`config.mk`:
```
export PLATFORM = sky130hd
export DESIGN_NAME = hazard_scoreboard_flat
export DESIGN_NICKNAME = d
export VERILOG_FILES = /design/src/rtl/hazard_scoreboard_pkg.sv /design/src/rtl/hazard_scoreboard_if.sv /design/src/rtl/hazard_scoreboard_mdu_busy_ctr.sv /design/src/rtl/hazard_scoreboard.sv /design/src/flat_wrapper.sv
export SDC_FILE = /design/constraint.sdc
export NUM_CORES = 1
export LEC_CHECK = 0
export CAP_MARGIN = 30
export CORE_MARGIN = 2
export CORE_UTILIZATION = 59
export CTS_CLUSTER_DIAMETER = 40
export CTS_CLUSTER_SIZE = 14
export DETAILED_ROUTE_END_ITERATION = 8
export DONT_BUFFER_PORTS = 1
export PLACE_DENSITY = 0.75
export SETUP_SLACK_MARGIN = 0.02
export SLEW_MARGIN = 5
export SYNTH_ARGS = -nofsm -noshare
export SYNTH_HDL_FRONTEND = slang
export SYNTH_HIERARCHICAL = 1
export SYNTH_SLANG_ARGS = --single-unit
```
`constraint.sdc`:
```
create_clock -name clk -period 9.3 [get_ports clk]
set_input_delay 1.86 -clock clk [delete_from_list [all_inputs] [get_ports clk]]
set_output_delay 1.86 -clock clk [all_outputs]
set_load 0.005 [all_outputs]
```
`src/rtl/hazard_scoreboard_pkg.sv`:
```
// Shared types for the hazard scoreboard: forward encodings, MDU op classes and shadow-stage records.
// Shadow fields are sized for the widest supported REG_AW/TNEW_W; narrower values are zero-extended.
package hazard_scoreboard_pkg;

    localparam int SHD_AW = 8;
    localparam int SHD_TW = 4;

    typedef enum logic [1:0] {
        FWD_RF = 2'd0,
        FWD_E  = 2'd1,
        FWD_M  = 2'd2,
        FWD_W  = 2'd3
    } fwd_sel_t;

    localparam logic [SHD_TW-1:0] TUSE_NONE = '1;

    typedef enum logic [1:0] {
        MD_NONE = 2'd0,
        MD_MULT = 2'd1,
        MD_DIV  = 2'd2
    } md_t;

    typedef struct packed {
        logic [SHD_AW-1:0] a3;
        logic              we;
        logic [SHD_TW-1:0] tnew;
    } producer_t;

    typedef struct packed {
        logic [SHD_AW-1:0] rs;
        logic [SHD_AW-1:0] rt;
        md_t               md_start;
        producer_t         dst;
    } shadow_t;

    // Past E only the store-data source and the destination record are still consulted.
    typedef struct packed {
        logic [SHD_AW-1:0] rt;
        producer_t         dst;
    } mem_shadow_t;

    localparam shadow_t SHADOW_BUBBLE = '0;

    function automatic producer_t age_dst(input producer_t p);
        producer_t q;
        q = p;
        if (p.tnew != '0) begin
            q.tnew = p.tnew - 1'b1;
        end
        return q;
    endfunction

endpackage

```
`src/rtl/hazard_scoreboard_if.sv`:
```
// D-stage decode inputs and hazard/forward control outputs of the hazard scoreboard.
interface hazard_scoreboard_if #(
    parameter int REG_AW = 5,
    parameter int TNEW_W = 2,
    parameter int PERF_W = 32
);
    logic [REG_AW-1:0] d_rs;
    logic [REG_AW-1:0] d_rt;
    logic [TNEW_W-1:0] d_tuse_rs;
    logic [TNEW_W-1:0] d_tuse_rt;
    logic [REG_AW-1:0] d_a3;
    logic              d_we;
    logic [TNEW_W-1:0] d_tnew;
    logic              d_md_use;
    logic [1:0]        d_md_start;

    logic              stall;
    logic              pc_en;
    logic              d_en;
    logic              e_clr;
    logic [1:0]        fwd_rs_d;
    logic [1:0]        fwd_rt_d;
    logic [1:0]        fwd_rs_e;
    logic [1:0]        fwd_rt_e;
    logic              fwd_rt_m;
    logic              mdu_busy;
    logic [PERF_W-1:0] stall_count;

    modport master (
        output d_rs, d_rt, d_tuse_rs, d_tuse_rt, d_a3, d_we, d_tnew, d_md_use, d_md_start,
        input  stall, pc_en, d_en, e_clr, fwd_rs_d, fwd_rt_d, fwd_rs_e, fwd_rt_e, fwd_rt_m,
               mdu_busy, stall_count
    );

    modport slave (
        input  d_rs, d_rt, d_tuse_rs, d_tuse_rt, d_a3, d_we, d_tnew, d_md_use, d_md_start,
        output stall, pc_en, d_en, e_clr, fwd_rs_d, fwd_rt_d, fwd_rs_e, fwd_rt_e, fwd_rt_m,
               mdu_busy, stall_count
    );
endinterface

```
`src/rtl/hazard_scoreboard_mdu_busy_ctr.sv`:
```
// MDU busy tracker: loads the op latency while a mult/div sits in E, then counts down to idle.
module mdu_busy_ctr
    import hazard_scoreboard_pkg::*;
#(
    parameter int CNT_W    = 4,
    parameter int MULT_LAT = 5,
    parameter int DIV_LAT  = 10
) (
    input  logic clk,
    input  logic reset,
    input  md_t  i_md_start,
    output logic o_busy
);

    logic [CNT_W-1:0] r_count;
    logic             w_load;

    assign w_load = (i_md_start != MD_NONE);

    // A load always wins over the decrement.
    always_ff @(posedge clk) begin
        if (!reset) begin
            r_count <= '0;
        end else if (w_load) begin
            r_count <= (i_md_start == MD_MULT) ? CNT_W'(MULT_LAT) : CNT_W'(DIV_LAT);
        end else if (r_count != '0) begin
            r_count <= r_count - 1'b1;
        end
    end

    assign o_busy = w_load || (r_count != '0);

endmodule

```
`src/rtl/hazard_scoreboard.sv`:
```
// Registered hazard/forward controller: shadows E/M/W producer state, stalls D, selects forwarding
// sources and tracks MDU occupancy plus a saturating stall-cycle counter.
module hazard_scoreboard
    import hazard_scoreboard_pkg::*;
#(
    parameter int REG_AW   = 5,
    parameter int TNEW_W   = 2,
    parameter int MULT_LAT = 5,
    parameter int DIV_LAT  = 10,
    parameter int CNT_W    = 4,
    parameter int PERF_W   = 32
) (
    input  logic               clk,
    input  logic               reset,
    hazard_scoreboard_if.slave hz
);

    localparam logic [SHD_TW-1:0] TUSE_NONE_EXT = TUSE_NONE >> (SHD_TW - TNEW_W);

    shadow_t           r_e;
    mem_shadow_t       r_m;
    producer_t         r_w;
    logic [PERF_W-1:0] r_stall_count;

    shadow_t           w_d_shd;
    mem_shadow_t       w_m_next;
    producer_t         w_w_next;
    logic [SHD_AW-1:0] w_d_rs;
    logic [SHD_AW-1:0] w_d_rt;
    logic [SHD_TW-1:0] w_tuse_rs;
    logic [SHD_TW-1:0] w_tuse_rt;
    logic [2:0]        w_ready;
    logic [2:0]        w_match_rs_d;
    logic [2:0]        w_match_rt_d;
    logic [2:0]        w_match_rs_e;
    logic [2:0]        w_match_rt_e;
    logic              w_stall_rs;
    logic              w_stall_rt;
    logic              w_stall_md;
    logic              w_stall;
    logic              w_mdu_busy;

    function automatic logic is_prod(input producer_t p, input logic [SHD_AW-1:0] r);
        return p.we && (p.a3 == r) && (r != '0);
    endfunction

    function automatic logic too_late(input producer_t p, input logic [SHD_AW-1:0] r,
                                      input logic [SHD_TW-1:0] tuse);
        return is_prod(p, r) && (p.tnew > tuse);
    endfunction

    // Bit 0 = E, 1 = M, 2 = W; the nearest match decides, and an unready one selects the GRF.
    function automatic fwd_sel_t pick(input logic [2:0] match, input logic [2:0] ready);
        if (match[0]) return ready[0] ? FWD_E : FWD_RF;
        if (match[1]) return ready[1] ? FWD_M : FWD_RF;
        if (match[2]) return ready[2] ? FWD_W : FWD_RF;
        return FWD_RF;
    endfunction

    always_comb begin
        w_d_rs    = SHD_AW'(hz.d_rs);
        w_d_rt    = SHD_AW'(hz.d_rt);
        w_tuse_rs = SHD_TW'(hz.d_tuse_rs);
        w_tuse_rt = SHD_TW'(hz.d_tuse_rt);

        w_d_shd              = SHADOW_BUBBLE;
        w_d_shd.rs           = w_d_rs;
        w_d_shd.rt           = w_d_rt;
        w_d_shd.md_start     = md_t'(hz.d_md_start);
        w_d_shd.dst.a3       = SHD_AW'(hz.d_a3);
        w_d_shd.dst.we       = hz.d_we;
        w_d_shd.dst.tnew     = SHD_TW'(hz.d_tnew);

        w_m_next.rt  = r_e.rt;
        w_m_next.dst = age_dst(r_e.dst);
        w_w_next     = age_dst(r_m.dst);

        w_ready = {r_w.tnew == '0, r_m.dst.tnew == '0, r_e.dst.tnew == '0};

        w_match_rs_d = {is_prod(r_w, w_d_rs), is_prod(r_m.dst, w_d_rs), is_prod(r_e.dst, w_d_rs)};
        w_match_rt_d = {is_prod(r_w, w_d_rt), is_prod(r_m.dst, w_d_rt), is_prod(r_e.dst, w_d_rt)};
        w_match_rs_e = {is_prod(r_w, r_e.rs), is_prod(r_m.dst, r_e.rs), 1'b0};
        w_match_rt_e = {is_prod(r_w, r_e.rt), is_prod(r_m.dst, r_e.rt), 1'b0};

        w_stall_rs = (w_tuse_rs != TUSE_NONE_EXT) &&
                     (too_late(r_e.dst, w_d_rs, w_tuse_rs) || too_late(r_m.dst, w_d_rs, w_tuse_rs));
        w_stall_rt = (w_tuse_rt != TUSE_NONE_EXT) &&
                     (too_late(r_e.dst, w_d_rt, w_tuse_rt) || too_late(r_m.dst, w_d_rt, w_tuse_rt));
        w_stall_md = hz.d_md_use && w_mdu_busy;
        w_stall    = w_stall_rs || w_stall_rt || w_stall_md;
    end

    // A stalled D instruction leaves a bubble in E while M and W keep draining.
    always_ff @(posedge clk) begin
        if (!reset) begin
            r_e           <= SHADOW_BUBBLE;
            r_m           <= '0;
            r_w           <= '0;
            r_stall_count <= '0;
        end else begin
            r_e <= w_stall ? SHADOW_BUBBLE : w_d_shd;
            r_m <= w_m_next;
            r_w <= w_w_next;
            if (w_stall && (r_stall_count != '1)) begin
                r_stall_count <= r_stall_count + 1'b1;
            end
        end
    end

    mdu_busy_ctr #(
        .CNT_W    (CNT_W),
        .MULT_LAT (MULT_LAT),
        .DIV_LAT  (DIV_LAT)
    ) u_mdu_busy_ctr (
        .clk        (clk),
        .reset      (reset),
        .i_md_start (r_e.md_start),
        .o_busy     (w_mdu_busy)
    );

    assign hz.stall       = w_stall;
    assign hz.pc_en       = !w_stall;
    assign hz.d_en        = !w_stall;
    assign hz.e_clr       = w_stall;
    assign hz.fwd_rs_d    = pick(w_match_rs_d, w_ready);
    assign hz.fwd_rt_d    = pick(w_match_rt_d, w_ready);
    assign hz.fwd_rs_e    = pick(w_match_rs_e, w_ready);
    assign hz.fwd_rt_e    = pick(w_match_rt_e, w_ready);
    assign hz.fwd_rt_m    = is_prod(r_w, r_m.rt) && w_ready[2];
    assign hz.mdu_busy    = w_mdu_busy;
    assign hz.stall_count = r_stall_count;

endmodule

```
`src/flat_wrapper.sv`:
```
// flat-port wrapper written by rule: the top's interface ports become plain ports
module hazard_scoreboard_flat import hazard_scoreboard_pkg::*;
#(
    parameter int REG_AW   = 5,
    parameter int TNEW_W   = 2,
    parameter int MULT_LAT = 5,
    parameter int DIV_LAT  = 10,
    parameter int CNT_W    = 4,
    parameter int PERF_W   = 32
)
  (clk, reset, hz_d_rs, hz_d_rt, hz_d_tuse_rs, hz_d_tuse_rt, hz_d_a3, hz_d_we, hz_d_tnew, hz_d_md_use, hz_d_md_start, hz_stall, hz_pc_en, hz_d_en, hz_e_clr, hz_fwd_rs_d, hz_fwd_rt_d, hz_fwd_rs_e, hz_fwd_rt_e, hz_fwd_rt_m, hz_mdu_busy, hz_stall_count);
  hazard_scoreboard_if #(.REG_AW(REG_AW), .TNEW_W(TNEW_W), .PERF_W(PERF_W)) hz_i ();
  input  logic clk;
  input  logic reset;
  input wire logic [$bits(hz_i.d_rs)-1:0] hz_d_rs;
  input wire logic [$bits(hz_i.d_rt)-1:0] hz_d_rt;
  input wire logic [$bits(hz_i.d_tuse_rs)-1:0] hz_d_tuse_rs;
  input wire logic [$bits(hz_i.d_tuse_rt)-1:0] hz_d_tuse_rt;
  input wire logic [$bits(hz_i.d_a3)-1:0] hz_d_a3;
  input wire logic [$bits(hz_i.d_we)-1:0] hz_d_we;
  input wire logic [$bits(hz_i.d_tnew)-1:0] hz_d_tnew;
  input wire logic [$bits(hz_i.d_md_use)-1:0] hz_d_md_use;
  input wire logic [$bits(hz_i.d_md_start)-1:0] hz_d_md_start;
  output wire logic [$bits(hz_i.stall)-1:0] hz_stall;
  output wire logic [$bits(hz_i.pc_en)-1:0] hz_pc_en;
  output wire logic [$bits(hz_i.d_en)-1:0] hz_d_en;
  output wire logic [$bits(hz_i.e_clr)-1:0] hz_e_clr;
  output wire logic [$bits(hz_i.fwd_rs_d)-1:0] hz_fwd_rs_d;
  output wire logic [$bits(hz_i.fwd_rt_d)-1:0] hz_fwd_rt_d;
  output wire logic [$bits(hz_i.fwd_rs_e)-1:0] hz_fwd_rs_e;
  output wire logic [$bits(hz_i.fwd_rt_e)-1:0] hz_fwd_rt_e;
  output wire logic [$bits(hz_i.fwd_rt_m)-1:0] hz_fwd_rt_m;
  output wire logic [$bits(hz_i.mdu_busy)-1:0] hz_mdu_busy;
  output wire logic [$bits(hz_i.stall_count)-1:0] hz_stall_count;
  assign hz_i.d_rs = hz_d_rs;
  assign hz_i.d_rt = hz_d_rt;
  assign hz_i.d_tuse_rs = hz_d_tuse_rs;
  assign hz_i.d_tuse_rt = hz_d_tuse_rt;
  assign hz_i.d_a3 = hz_d_a3;
  assign hz_i.d_we = hz_d_we;
  assign hz_i.d_tnew = hz_d_tnew;
  assign hz_i.d_md_use = hz_d_md_use;
  assign hz_i.d_md_start = hz_d_md_start;
  assign hz_stall = hz_i.stall;
  assign hz_pc_en = hz_i.pc_en;
  assign hz_d_en = hz_i.d_en;
  assign hz_e_clr = hz_i.e_clr;
  assign hz_fwd_rs_d = hz_i.fwd_rs_d;
  assign hz_fwd_rt_d = hz_i.fwd_rt_d;
  assign hz_fwd_rs_e = hz_i.fwd_rs_e;
  assign hz_fwd_rt_e = hz_i.fwd_rt_e;
  assign hz_fwd_rt_m = hz_i.fwd_rt_m;
  assign hz_mdu_busy = hz_i.mdu_busy;
  assign hz_stall_count = hz_i.stall_count;
  hazard_scoreboard #(.REG_AW(REG_AW), .TNEW_W(TNEW_W), .MULT_LAT(MULT_LAT), .DIV_LAT(DIV_LAT), .CNT_W(CNT_W), .PERF_W(PERF_W)) u_core (.clk(clk), .reset(reset), .hz(hz_i));
endmodule
```
==> summary.txt, run 1 <==
status -> finished, final reports clean
DP HPWL -> 7200 um
Worst Clk Skew -> 10.4 ps
Int Pwr -> 0.602 mW
initial antenna violation count -> 0
row count -> 31
CTS tree -> done
met2 GRT Util -> 0.421
share of cells above drive strength 1 -> 0.0523
FF-to-FF End -> u_core/hz.stall_count[19]
area of the multi-input gates -> 0.00250 mm^2
CP Cell Sequence -> or4_1 > nor2_1 > nor3_1 > o2bb2ai_4 > a221oi_4 > inv_1
# nets final -> 514
IO buf count -> 0
Hold Path End -> u_core/hz.stall_count[21]
final setup margin -> 3810 ps
CTS Hold Bufs -> 0
# DRC -> 0
via count -> 3,553
warnings from Yosys -> 6
critical path's slowest cell -> a221oi_4
number of CTS-inserted buffers -> 9
Root Buffer -> clkbuf_8
Clock Latency Late Sink -> 340 ps
Worst Path Required -> 7440 ps
Area Growth Syn to Fin -> 4.08%
hold_ws -> 499 ps
Die Area -> 0.00803 mm^2
Fmax -> 182 MHz
Antenna Violating Nets Remaining -> 0
die span in y -> 89.6 um
worst slew pin tran -> 756 ps
worst setup path category -> primary input to primary output
Crit path largest cell delay -> 540 ps
largest cells by area after synthesis -> dfxtp_1 (37%), xnor2_1 (8.3%), or4_1 (4.3%)
Seq pwr share -> 0.473
largest net degree at the start of global routing -> 74
Top Usage Layer GRT -> met2
setup TNS -> 0 ps
global route overflow -> 0
post-cts repair resize count -> 0
Comb pwr share -> 0.213
Worst EP arrival -> 3630 ps
Buf/Inv on CP -> 1
Final Cycle Share -> 0.590
sw power -> 0.261 mW
Max VDD drop -> 162 uV
GRT met3 Usage -> 0.0878
number of global-route vias before repair -> 3,314
clock sink total -> 80
vias per inst -> 6.16
CORE AREA -> 0.00718 mm^2
Rel. slew slack -> 0.493
Seq/Total Area, Yosys -> 0.370
flip-flop and latch area -> 0.00160 mm^2
clock share of power -> 0.315
routability congestion estimate -> 0.913
Post-Syn Area -> 0.00433 mm^2
EDFF count, synth -> 0
first-pass GRT wire length -> 16,000 um
Initial Util -> 0.603
FF-to-FF path depth -> 8
final core occ -> 0.628
Max-cap violations -> 0
pre-CTS setup slack -> 3790 ps
mean post-synth cell area -> 8.79 um^2
Critical Path Fanout Max -> 9
worst reg2reg path startpoint -> u_core/u_mdu_busy_ctr/r_count[0]
wirelength, routed -> 10,400 um
Sw Ratio -> 0.302
drt first pass iters -> 4
pwr dens -> 192 mW/mm^2
Synth Flop Type -> dfxtp_1
max-slew violation count -> 0
Finish-stage setup viols -> 0
# IOs -> 73
# Post-CTS Setup Buffers -> 0
HP Class -> flop to flop
Post-Syn Nets -> 532
unrepaired setup endpoints after global routing -> false
delay-heaviest family, CP -> simple AND/OR/NAND/NOR gates
share of the synthesized area in the top cell type -> 0.370
Die W -> 89.6 um
wire length per cell -> 18.0 um
fill count -> 617
FF-to-FF setup slack -> 6100 ps
number of diodes -> 0
fraction of registers with async set or reset after synthesis -> 0
Mapped Cells -> 492
synthesized flop and latch total -> 80
CTS Buffer Depth -> 2
Unique masters post-synth -> 53
startpoint types -> primary input
starting DRC count in detailed routing -> 195
post-synth top area cell -> dfxtp_1
met1 GRT Util -> 0.330
cell depth of the worst setup path -> 6
Leak -> 1.66 nW
count of final hold-check violations -> 0
Tmin final -> 5490 ps
htree depth -> 3
Worst Hold Depth -> 2
CTS clock-pin slew for the worst setup and hold paths -> 80 ps
CP Capture Type -> primary output
hold wc startpoint -> u_core/hz.stall_count[21]
gr usage total -> 0.262
## state kept, by name, indices dropped and copies added (netlist names)
| signal | count |
|---|---|
| u_core/r_e | 20 |
| u_core/hz.stall_count | 32 |
| u_core/r_w | 10 |
| u_core/r_m | 14 |
| u_core/u_mdu_busy_ctr/r_count | 4 |
## per-stage QoR
stage | instance area (um^2) | total power [mW] | instances
3_5_place_dp | 4290 | 0.598 | 562
5_1_grt | 4500 | 0.910 | 577
6_report | 4500 | 0.863 | 577
4_1_cts | 4500 | 0.870 | 577
3_3_place_gp | 4290 | 0.588 | 561
2_1_floorplan | 4330 | 0.580 | 492
## tightest hold or removal path, cell delays in order, from the launching register on
cell and delay, ps:
dfxtp_1 340, nand2_1 60, mux2i_1 50
## worst max-delay path by stage
stage | start | endpoint | slack, ps
finish | hz_d_rs[1] | hz_stall | 3810
detailed placement | hz_d_rs[1] | hz_stall | 3790
CTS | hz_d_rs[1] | hz_stall | 3800
global placement | hz_d_rs[1] | hz_e_clr | 3870
global route | hz_d_rs[1] | hz_e_clr | 3690
floorplan | hz_d_rs[1] | hz_stall | 3770
## area by class of cell
class,instances,area share
Clock inverter,5,0.0181
Inverter,13,0.0108
Timing Repair Buffer,2,0.00333
Clock buffer,10,0.0283
Multi-Input combinational cell,368,0.556
Tap cell,99,0.0275
Sequential cell,80,0.356
## routing by layer
layer	vias up	routed length, um
li1	1731	-
met1	1694	4380
met2	110	4960
met3	18	785
met4	0	236
met5	-	0
## power groups by stage
stage               logic [mW]  registers (mW)  clock network [mW]
floorplan                0.181           0.400                   0
global route             0.203           0.412               0.295
detailed placement       0.183           0.415                   0
CTS                      0.184           0.407               0.279
global placement         0.174           0.414                   0
finish                   0.183           0.408               0.272
## cells by family after synthesis
family,share of synthesized area
xor gates and xnor gates,0.115
adders and majority gates,0.0376
buffers and inverters,0.0509
other,0.000867
DFF,0.370
and+or+nand+nor,0.300
AOI/OAI and AO/OA,0.107
muxes,0.0188
## synthesized netlist by cell type, types with 7 or more instances
master,number
or4_1,25
nor2_1,14
and2_1,19
nor4_1,12
a21oi_1,22
dfxtp_1,80
mux2i_1,7
nand4_1,22
nand2_1,40
inv_1,12
or3_1,8
nor3_1,12
nor2b_1,8
xor2_1,16
ha_1,13
clkbuf_1,19
and3_1,27
xnor2_1,41
o21ai_0,10
nand2b_1,7
nand3_1,16
o31ai_1,12
## layout by cell type (no fill, tap or decap), drive strengths merged, types with 6 or more instances in the layout
master / n
or4: 26
nor2: 15
xnor2: 41
and3: 27
nor3: 12
a21oi: 22
o21ai: 10
nand3: 16
or3: 8
dfxtp: 80
o211ai: 6
nand2b: 7
nor4: 13
mux2i: 7
inv: 13
o31ai: 12
nand4: 22
nor2b: 8
ha: 13
xor2: 16
clkbuf: 10
and2: 20
nand2: 40
Power figures use the tool's default switching activity.
==> run 2: changes to the inputs <==
--- a/config.mk
+++ b/config.mk
@@ -7,7 +7,7 @@
 export LEC_CHECK = 0
 export CAP_MARGIN = 30
 export CORE_MARGIN = 2
-export CORE_UTILIZATION = 59
+export CORE_UTILIZATION = 57
 export CTS_CLUSTER_DIAMETER = 40
 export CTS_CLUSTER_SIZE = 14
 export DETAILED_ROUTE_END_ITERATION = 8
==> constraint.sdc (replaced) <==
create_clock -name clk -period 4.7 [get_ports clk]
set_input_delay 0.94 -clock clk [delete_from_list [all_inputs] [get_ports clk]]
set_output_delay 0.94 -clock clk [all_outputs]
set_load 0.005 [all_outputs]
==> run 2 against run 1 <==
Combinational power up 97%; via count down 0.65%; setup slack worse by 2800 ps; critical path depth unchanged; clock power up 110%; critical endpoint is now hz_d_en; first-iteration DRC count down 31%; sequential power up 97%; cell area up 0.58%; largest cell class unchanged; count of clock-buffer cells in the layout up 2; total power up 100%; register-to-register slack worse by 4400 ps; clock skew about the same.
==> summary.txt, run 2 (synthesized netlist as in run 1, its figures left out) <==
drt first pass iters -> 4
CTS Buffer Depth -> 2
Worst Clk Skew -> 10.2 ps
clock sink total -> 80
DP HPWL -> 7050 um
Sw Ratio -> 0.292
worst reg2reg path startpoint -> u_core/u_mdu_busy_ctr/r_count[0]
worst setup path category -> primary input to primary output
clock share of power -> 0.326
FF-to-FF path depth -> 8
Crit path largest cell delay -> 520 ps
total placed cells including tap cells -> 564
max-slew violation count -> 0
Antenna Violating Nets Remaining -> 0
starting DRC count in detailed routing -> 134
Worst Hold Depth -> 2
# nets final -> 516
Comb pwr share -> 0.209
global route overflow -> 0
Root Buffer -> clkbuf_8
unrepaired setup endpoints after global routing -> false
Initial Util -> 0.593
gr usage total -> 0.241
Max VDD drop -> 251 uV
CP Cell Sequence -> or4_1 > nor2_1 > nor3_1 > o2bb2ai_4 > a221oi_4 > buf_4
wirelength, routed -> 10,100 um
Worst Path Required -> 3760 ps
die span in y -> 91.1 um
share of cells above drive strength 1 -> 0.0563
non-filler instance count after layout -> 579
# IOs -> 73
CTS clock-pin slew for the worst setup and hold paths -> 80 ps
Area Growth Syn to Fin -> 4.68%
Fmax -> 272 MHz
Hold Path End -> u_core/hz.stall_count[21]
sw power -> 0.504 mW
final core occ -> 0.621
HP Class -> flop to flop
FF-to-FF End -> u_core/hz.stall_count[19]
flip-flop and latch area -> 0.00160 mm^2
initial antenna violation count -> 0
Max-cap violations -> 0
CTS tree -> done
setup TNS -> 0 ps
critical path's slowest cell -> or4_1
number of global-route vias before repair -> 3,355
Finish-stage setup viols -> 0
row count -> 31
via count -> 3,530
number of diodes -> 0
# DRC -> 0
startpoint types -> primary input
pwr dens -> 381 mW/mm^2
status -> finished, final reports clean
max reg flops -> 32
Int Pwr -> 1.22 mW
first-pass GRT wire length -> 16,200 um
CORE AREA -> 0.00729 mm^2
Tmin final -> 3680 ps
number of CTS-inserted buffers -> 9
Clock Latency Late Sink -> 340 ps
Die Area -> 0.00830 mm^2
count of final hold-check violations -> 0
commonest non-fill, non-tap cell in the layout -> dfxtp_1
wire length per cell -> 17.4 um
Die W -> 91.1 um
FF-to-FF setup slack -> 1660 ps
Critical Path Fanout Max -> 12
fill count -> 660
worst slew pin tran -> 603 ps
largest net degree at the start of global routing -> 66
area of the multi-input gates -> 0.00250 mm^2
vias per inst -> 6.10
routability congestion estimate -> 0.982
CTS Hold Bufs -> 0
IO buf count -> 0
commonest cells after routing, fill and taps aside -> dfxtp_1 (80), xnor2_1 (41), nand2_1 (40)
Leak -> 1.68 nW
CP Capture Type -> primary output
Rel. slew slack -> 0.595
# Post-CTS Setup Buffers -> 0
hold wc startpoint -> u_core/hz.stall_count[21]
Final Cycle Share -> 0.783
htree depth -> 3
post-cts repair resize count -> 0
Worst EP arrival -> 2740 ps
Seq pwr share -> 0.465
[run 2: changes by cell type in the layout (fill, tap and decap cells not counted), sizes merged]
cell      delta
clkinvlp     -1
buf          +2
inv          -1
clkbuf       +2
[run 2: worst max-delay path, delay by kind of cell]
kind	cells	cell delay (ps)
AOI/OAI and AO/OA	2	690
buffers and inverters	1	240
and+or+nand+nor	3	850
[run 2: area by class of cell]
type | instances | area share
clock buffer | 12 | 0.0343
timing repair buffer | 4 | 0.00663
tap | 99 | 0.0273
inverter | 13 | 0.0108
clock inverter | 3 | 0.0144
sequential | 80 | 0.354
multi-input combinational | 368 | 0.553
[run 2: per-layer routing]
metal / track usage / share of wire
met5: 0 / 0
met4: 0.116 / 0.020
met3: 0.0722 / 0.071
met2: 0.395 / 0.49
met1: 0.289 / 0.42
[run 2: power groups by stage]
stage               Sequential (mW)  Combinational, mW  Clock (mW)
floorplan                     0.791              0.358           0
global placement              0.816              0.346           0
detailed placement            0.817              0.357           0
CTS                           0.801              0.359       0.574
global route                  0.810              0.402       0.602
finish                        0.803              0.361       0.564
[run 2: how the worst max path moves through the flow]
| stage | startpoint | end | slack (ps) | depth (start not counted) |
|---|---|---|---|---|
| 6_report | hz_d_rs[1] | hz_d_en | 1020 | 6 |
| 2_1_floorplan | hz_d_rs[1] | hz_stall | 1010 | 9 |
| 3_5_place_dp | hz_d_rs[1] | hz_d_en | 1030 | 6 |
| 4_1_cts | hz_d_rs[1] | hz_d_en | 1020 | 6 |
| 5_1_grt | hz_d_rs[1] | hz_d_en | 910 | 6 |
| 3_3_place_gp | hz_d_rs[1] | hz_d_en | 1070 | 6 |
[run 2: through the flow]
stage | hold WS [ps] | total power, mW | area, um^2 | worst slack, ps
4_1_cts | 508 | 1.74 | 4530 | 1020
2_1_floorplan | 426 | 1.15 | 4330 | 1010
5_1_grt | 529 | 1.81 | 4530 | 908
3_5_place_dp | 496 | 1.17 | 4310 | 1030
6_report | 503 | 1.73 | 4530 | 1020
3_3_place_gp | 484 | 1.16 | 4300 | 1070
==> run 3: changes to the inputs <==
--- a/config.mk
+++ b/config.mk
@@ -7,7 +7,7 @@
 export LEC_CHECK = 0
 export CAP_MARGIN = 30
 export CORE_MARGIN = 2
-export CORE_UTILIZATION = 57
+export CORE_UTILIZATION = 59
 export CTS_CLUSTER_DIAMETER = 40
 export CTS_CLUSTER_SIZE = 14
 export DETAILED_ROUTE_END_ITERATION = 8
==> constraint.sdc (replaced) <==
create_clock -name clk -period 3.5 [get_ports clk]
set_input_delay 0.7 -clock clk [delete_from_list [all_inputs] [get_ports clk]]
set_output_delay 0.7 -clock clk [all_outputs]
set_load 0.005 [all_outputs]
==> run 3 against run 2 <==
Non-clock buffer count is 1 higher; cell count is 0.35% higher; total power rose by 27%; first-iteration DRC count rose by 31%; sequential power grew 34%; worst hold slack lost 23 ps.
==> summary.txt, run 3 (synthesized netlist as in run 1, its figures left out) <==
setup TNS -> 0 ps
# Post-CTS Setup Buffers -> 0
initial antenna violation count -> 0
worst reg2reg path startpoint -> u_core/u_mdu_busy_ctr/r_count[0]
Worst Clk Skew -> 7.48 ps
Critical Path Fanout Max -> 9
routability congestion estimate -> 0.926
final core occ -> 0.628
row count -> 31
hold_ws -> 480 ps
post-cts repair resize count -> 0
number of global-route vias before repair -> 3,371
Tmin final -> 3270 ps
max-slew violation count -> 0
cell area after layout -> 0.00450 mm^2
DP HPWL -> 6990 um
number of CTS-inserted buffers -> 9
# IOs -> 73
FF-to-FF setup slack -> 670 ps
startpoint types -> flop
Rel. slew slack -> 0.491
CTS Hold Bufs -> 0
largest net degree at the start of global routing -> 66
clock share of power -> 0.276
fill count -> 619
Initial Util -> 0.603
CTS clock-pin slew for the worst setup and hold paths -> 80 ps
Die W -> 89.6 um
Die Area -> 0.00803 mm^2
wirelength, routed -> 9980 um
CORE AREA -> 0.00718 mm^2
worst setup path category -> flop to primary output
Final Cycle Share -> 0.935
Antenna Violating Nets Remaining -> 0
Int Pwr -> 1.51 mW
Clock Latency Late Sink -> 340 ps
FF-to-FF End -> u_core/hz.stall_count[12]
# nets final -> 517
CTS Buffer Depth -> 2
starting DRC count in detailed routing -> 176
first-pass GRT wire length -> 15,600 um
IO buf count -> 0
Worst EP arrival -> 2570 ps
Max VDD drop -> 426 uV
# DRC -> 0
share of cells above drive strength 1 -> 0.0581
global route overflow -> 0
Root Buffer -> clkbuf_8
non-filler instance count after layout -> 581
pwr dens -> 488 mW/mm^2
HP Class -> flop to flop
count of final hold-check violations -> 0
gr usage total -> 0.250
Fmax -> 306 MHz
clock sink total -> 80
Area Growth Syn to Fin -> 4.11%
htree depth -> 3
Sw Ratio -> 0.315
unrepaired setup endpoints after global routing -> false
commonest cells after routing, fill and taps aside -> dfxtp_1 (80), xnor2_1 (41), nand2_1 (40)
Leak -> 1.65 nW
sw power -> 0.692 mW
CP Launch Point -> u_core/u_mdu_busy_ctr/r_count[0]
Max-cap violations -> 0
max reg flops -> 32
drt first pass iters -> 4
wire length per cell -> 17.2 um
Comb pwr share -> 0.235
FF-to-FF path depth -> 9
Worst Path Required -> 2800 ps
worst slew pin tran -> 759 ps
Finish-stage setup viols -> 0
number of diodes -> 0
total placed cells including tap cells -> 565
DP Area -> 0.00433 mm^2
die span in y -> 89.6 um
worst setup path end -> hz_d_en
vias per inst -> 6.14
commonest non-fill, non-tap cell in the layout -> dfxtp_1
via count -> 3,567
CTS tree -> done
status -> finished, final reports clean
Seq pwr share -> 0.490
CP Capture Type -> primary output
==> run 3: cell count changes in the layout (fill, tap and decap cells not counted), sizes merged <==
cell	previous run	this run
buf	4	5
bufinv	2	0
clkinv	2	1
clkinvlp	0	4
==> run 3: per-stage QoR <==
stage	total power, mW	worst slack (ps)
finish	2.20	228
global route	2.31	126
CTS	2.21	199
detailed placement	1.61	364
global placement	1.58	410
floorplan	1.54	288
==> run 3: critical path, stage by stage (launching register included) <==
cell and delay [ps]:
dfxtp_1 330, inv_1 120, ha_1 200, or3b_4 410
or3_1 420, a221oi_4 530, buf_4 230
==> run 3: how the worst min path moves through the flow <==
stage / cells after the start / slack, ps / end / from
2_1_floorplan: 1 / 430 / u_core/r_m[0] / u_core/r_e[0]
3_3_place_gp: 1 / 460 / u_core/r_m[0] / u_core/r_e[0]
3_5_place_dp: 1 / 450 / u_core/r_m[0] / u_core/r_e[0]
4_1_cts: 1 / 460 / u_core/hz.stall_count[5] / reset
5_1_grt: 1 / 460 / u_core/hz.stall_count[5] / reset
6_report: 1 / 480 / u_core/r_m[0] / u_core/r_e[0]
==> run 3: per-layer routing <==
layer	vias up	global-route usage	routed length, um
met5	-	0	0
met4	0	0.129	258
met3	22	0.0740	705
met2	121	0.405	4770
met1	1696	0.299	4240
li1	1728	-	-
==> run 3: layout make-up <==
cell class,instances,area (um^2),share of cell area
tap,99,124,0.0275
timing repair buffer,5,50.0,0.0111
sequential,80,1600,0.356
clock inverter,4,30.0,0.00667
inverter,13,48.8,0.0108
multi-input combinational,368,2500,0.556
clock buffer,12,145,0.0322
==> run 3: power by group through the flow <==
stage | combinational (mW) | clock [mW] | sequential [mW]
floorplan | 0.480 | 0 | 1.06
global route | 0.568 | 0.660 | 1.09
global placement | 0.491 | 0 | 1.09
CTS | 0.516 | 0.620 | 1.08
finish | 0.517 | 0.606 | 1.08
detailed placement | 0.513 | 0 | 1.10
==> RTL edit (config.mk and constraints of run 3) <==
`REG_AW` is set to 5 in 3 places; all go to 4.
--- a/src/rtl/hazard_scoreboard_if.sv
+++ b/src/rtl/hazard_scoreboard_if.sv
@@ -2,3 +2,3 @@
 interface hazard_scoreboard_if #(
-    parameter int REG_AW = 5,
+    parameter int REG_AW = 4,
     parameter int TNEW_W = 2,
--- a/src/rtl/hazard_scoreboard.sv
+++ b/src/rtl/hazard_scoreboard.sv
@@ -5,3 +5,3 @@
 #(
-    parameter int REG_AW   = 5,
+    parameter int REG_AW   = 4,
     parameter int TNEW_W   = 2,
--- a/src/flat_wrapper.sv
+++ b/src/flat_wrapper.sv
@@ -3,3 +3,3 @@
 #(
-    parameter int REG_AW   = 5,
+    parameter int REG_AW   = 4,
     parameter int TNEW_W   = 2,
Interface: changed (resized hz_d_a3, hz_d_rs and hz_d_rt); port bits go from 73 to 70. No check against the original RTL was run, so the function may have changed too.
==> RTL edit against run 3 <==
  * Sequential cell count down 6
  * Power fell by 2.7%
  * Cell area decreased by 6.8%
  * Worst setup slack got worse by 0.013 ns
  * Area after synthesis shrank 7.6%
  * Worst hold slack lost 0.011 ns
  * Count of clock-buffer cells in the layout increased by 1
  * Clock power grew 15%
  * Sequential share of layout area is 0.25 points lower
  * Critical endpoint unchanged
  * Non-clock buffer count down 1
  * Die area fell by 7.3%
  * Routed wire length decreased by 14%
  * Critical path depth up 1
==> RTL edit: results <==
INSERT INTO impl_metrics (metric_group, metric, value, unit) VALUES
('run_status', 'result_of_the_run', 'completed', ''),
('place', 'globalplace.congestion', '0.838', ''),
('pwr', 'worst_ir_drop_vdd', '365', 'uV'),
('setup_path', 'max_stage_delay', '0.42', 'ns'),
('synthesis', 'syn_avg_cell_area', '8.67', 'um^2'),
('global_routing', 'gr-usage-met1', '28.4', '%'),
('detailed_routing', 'routed_via_density', '5.96', ''),
('place', 'dp_hpwl', '6.21', 'mm'),
('synthesis', 'synth_fp_nets', '498', ''),
('timing', 'slew_of_the_pin_with_the_lowest_slew_margin', '0.760', 'ns'),
('synthesis', 'post_synth_most_frequent_cells', 'dfxtp_1, xnor2_1, nand2_1', ''),
('global_routing', 'global_route_wire_length_before_repair', '14.2', 'mm'),
('pwr', 'pleak', '1.73', 'nW'),
('setup_path', 'cp_max_fo', '14', ''),
('synthesis', 'synth-seq-area-share', '37.1', '%'),
('global_routing', 'use_met3', '8.48', '%'),
('place', 'place_area', '0.00398', 'mm^2'),
('detailed_routing', 'drtIter0Drc', '187', ''),
('global_routing', 'pin_count_of_the_biggest_net_entering_global_routing', '86', ''),
('place', 'pre_cts_slack', '0.408', 'ns');
## RTL edit: cell types whose count changed after synthesis, sizes merged, moves of 4 or more
cell,delta
or4,-24
mux2i,+15
nand2b,+15
xor2,-13
o31ai,-11
nor4,-8
nor2,+7
o21ai,-7
dfxtp,-6
and3,+5
o211ai,-5
a2111oi,+4
a21oi,-4
buf,+4
## RTL edit: power by group through the flow
stage	logic (W)	registers (W)	clock network (W)
2_1_floorplan	0.000399	0.000986	0
3_3_place_gp	0.000418	0.00102	0
3_5_place_dp	0.000435	0.00102	0
4_1_cts	0.000437	0.000999	0.000717
5_1_grt	0.000495	0.00101	0.000759
6_report	0.000443	0.000999	0.000699
## RTL edit: cell families after synthesis
logic type / Yosys count / share of synthesized area (%)
fa+ha+maj: 13 / 4.07
mux: 24 / 6.07
buf+inv: 46 / 4.94
simple gates: 212 / 29.5
xor+xnor: 45 / 9.86
other cells: 1 / 0.0938
compound gates: 46 / 8.39
flops: 74 / 37.1
## RTL edit: layout make-up
class                   count  area [um^2]  share of cell area [%]
clock buffers              13          169                    4.03
clock inverters             3         46.3                    1.10
inverters                  13         48.8                    1.16
multi-input cells         341         2320                    55.4
flip-flops and latches     74         1480                    35.3
well taps                  77         96.3                    2.30
repair buffers              4         30.0                   0.716
## RTL edit: path summary, 6_finish.rpt
check / from / endpoint / slack [ns] / cells after the start
worst max register to register: u_core/hz.stall_count[7] / u_core/hz.stall_count[14] / 0.72 / 9
worst min register to register: u_core/r_e[0] / u_core/r_m[0] / 0.47 / 1
worst min-delay path: u_core/r_e[0] / u_core/r_m[0] / 0.47 / 1
worst max-delay path: u_core/u_mdu_busy_ctr/r_count[0] / hz_d_en / 0.21 / 7
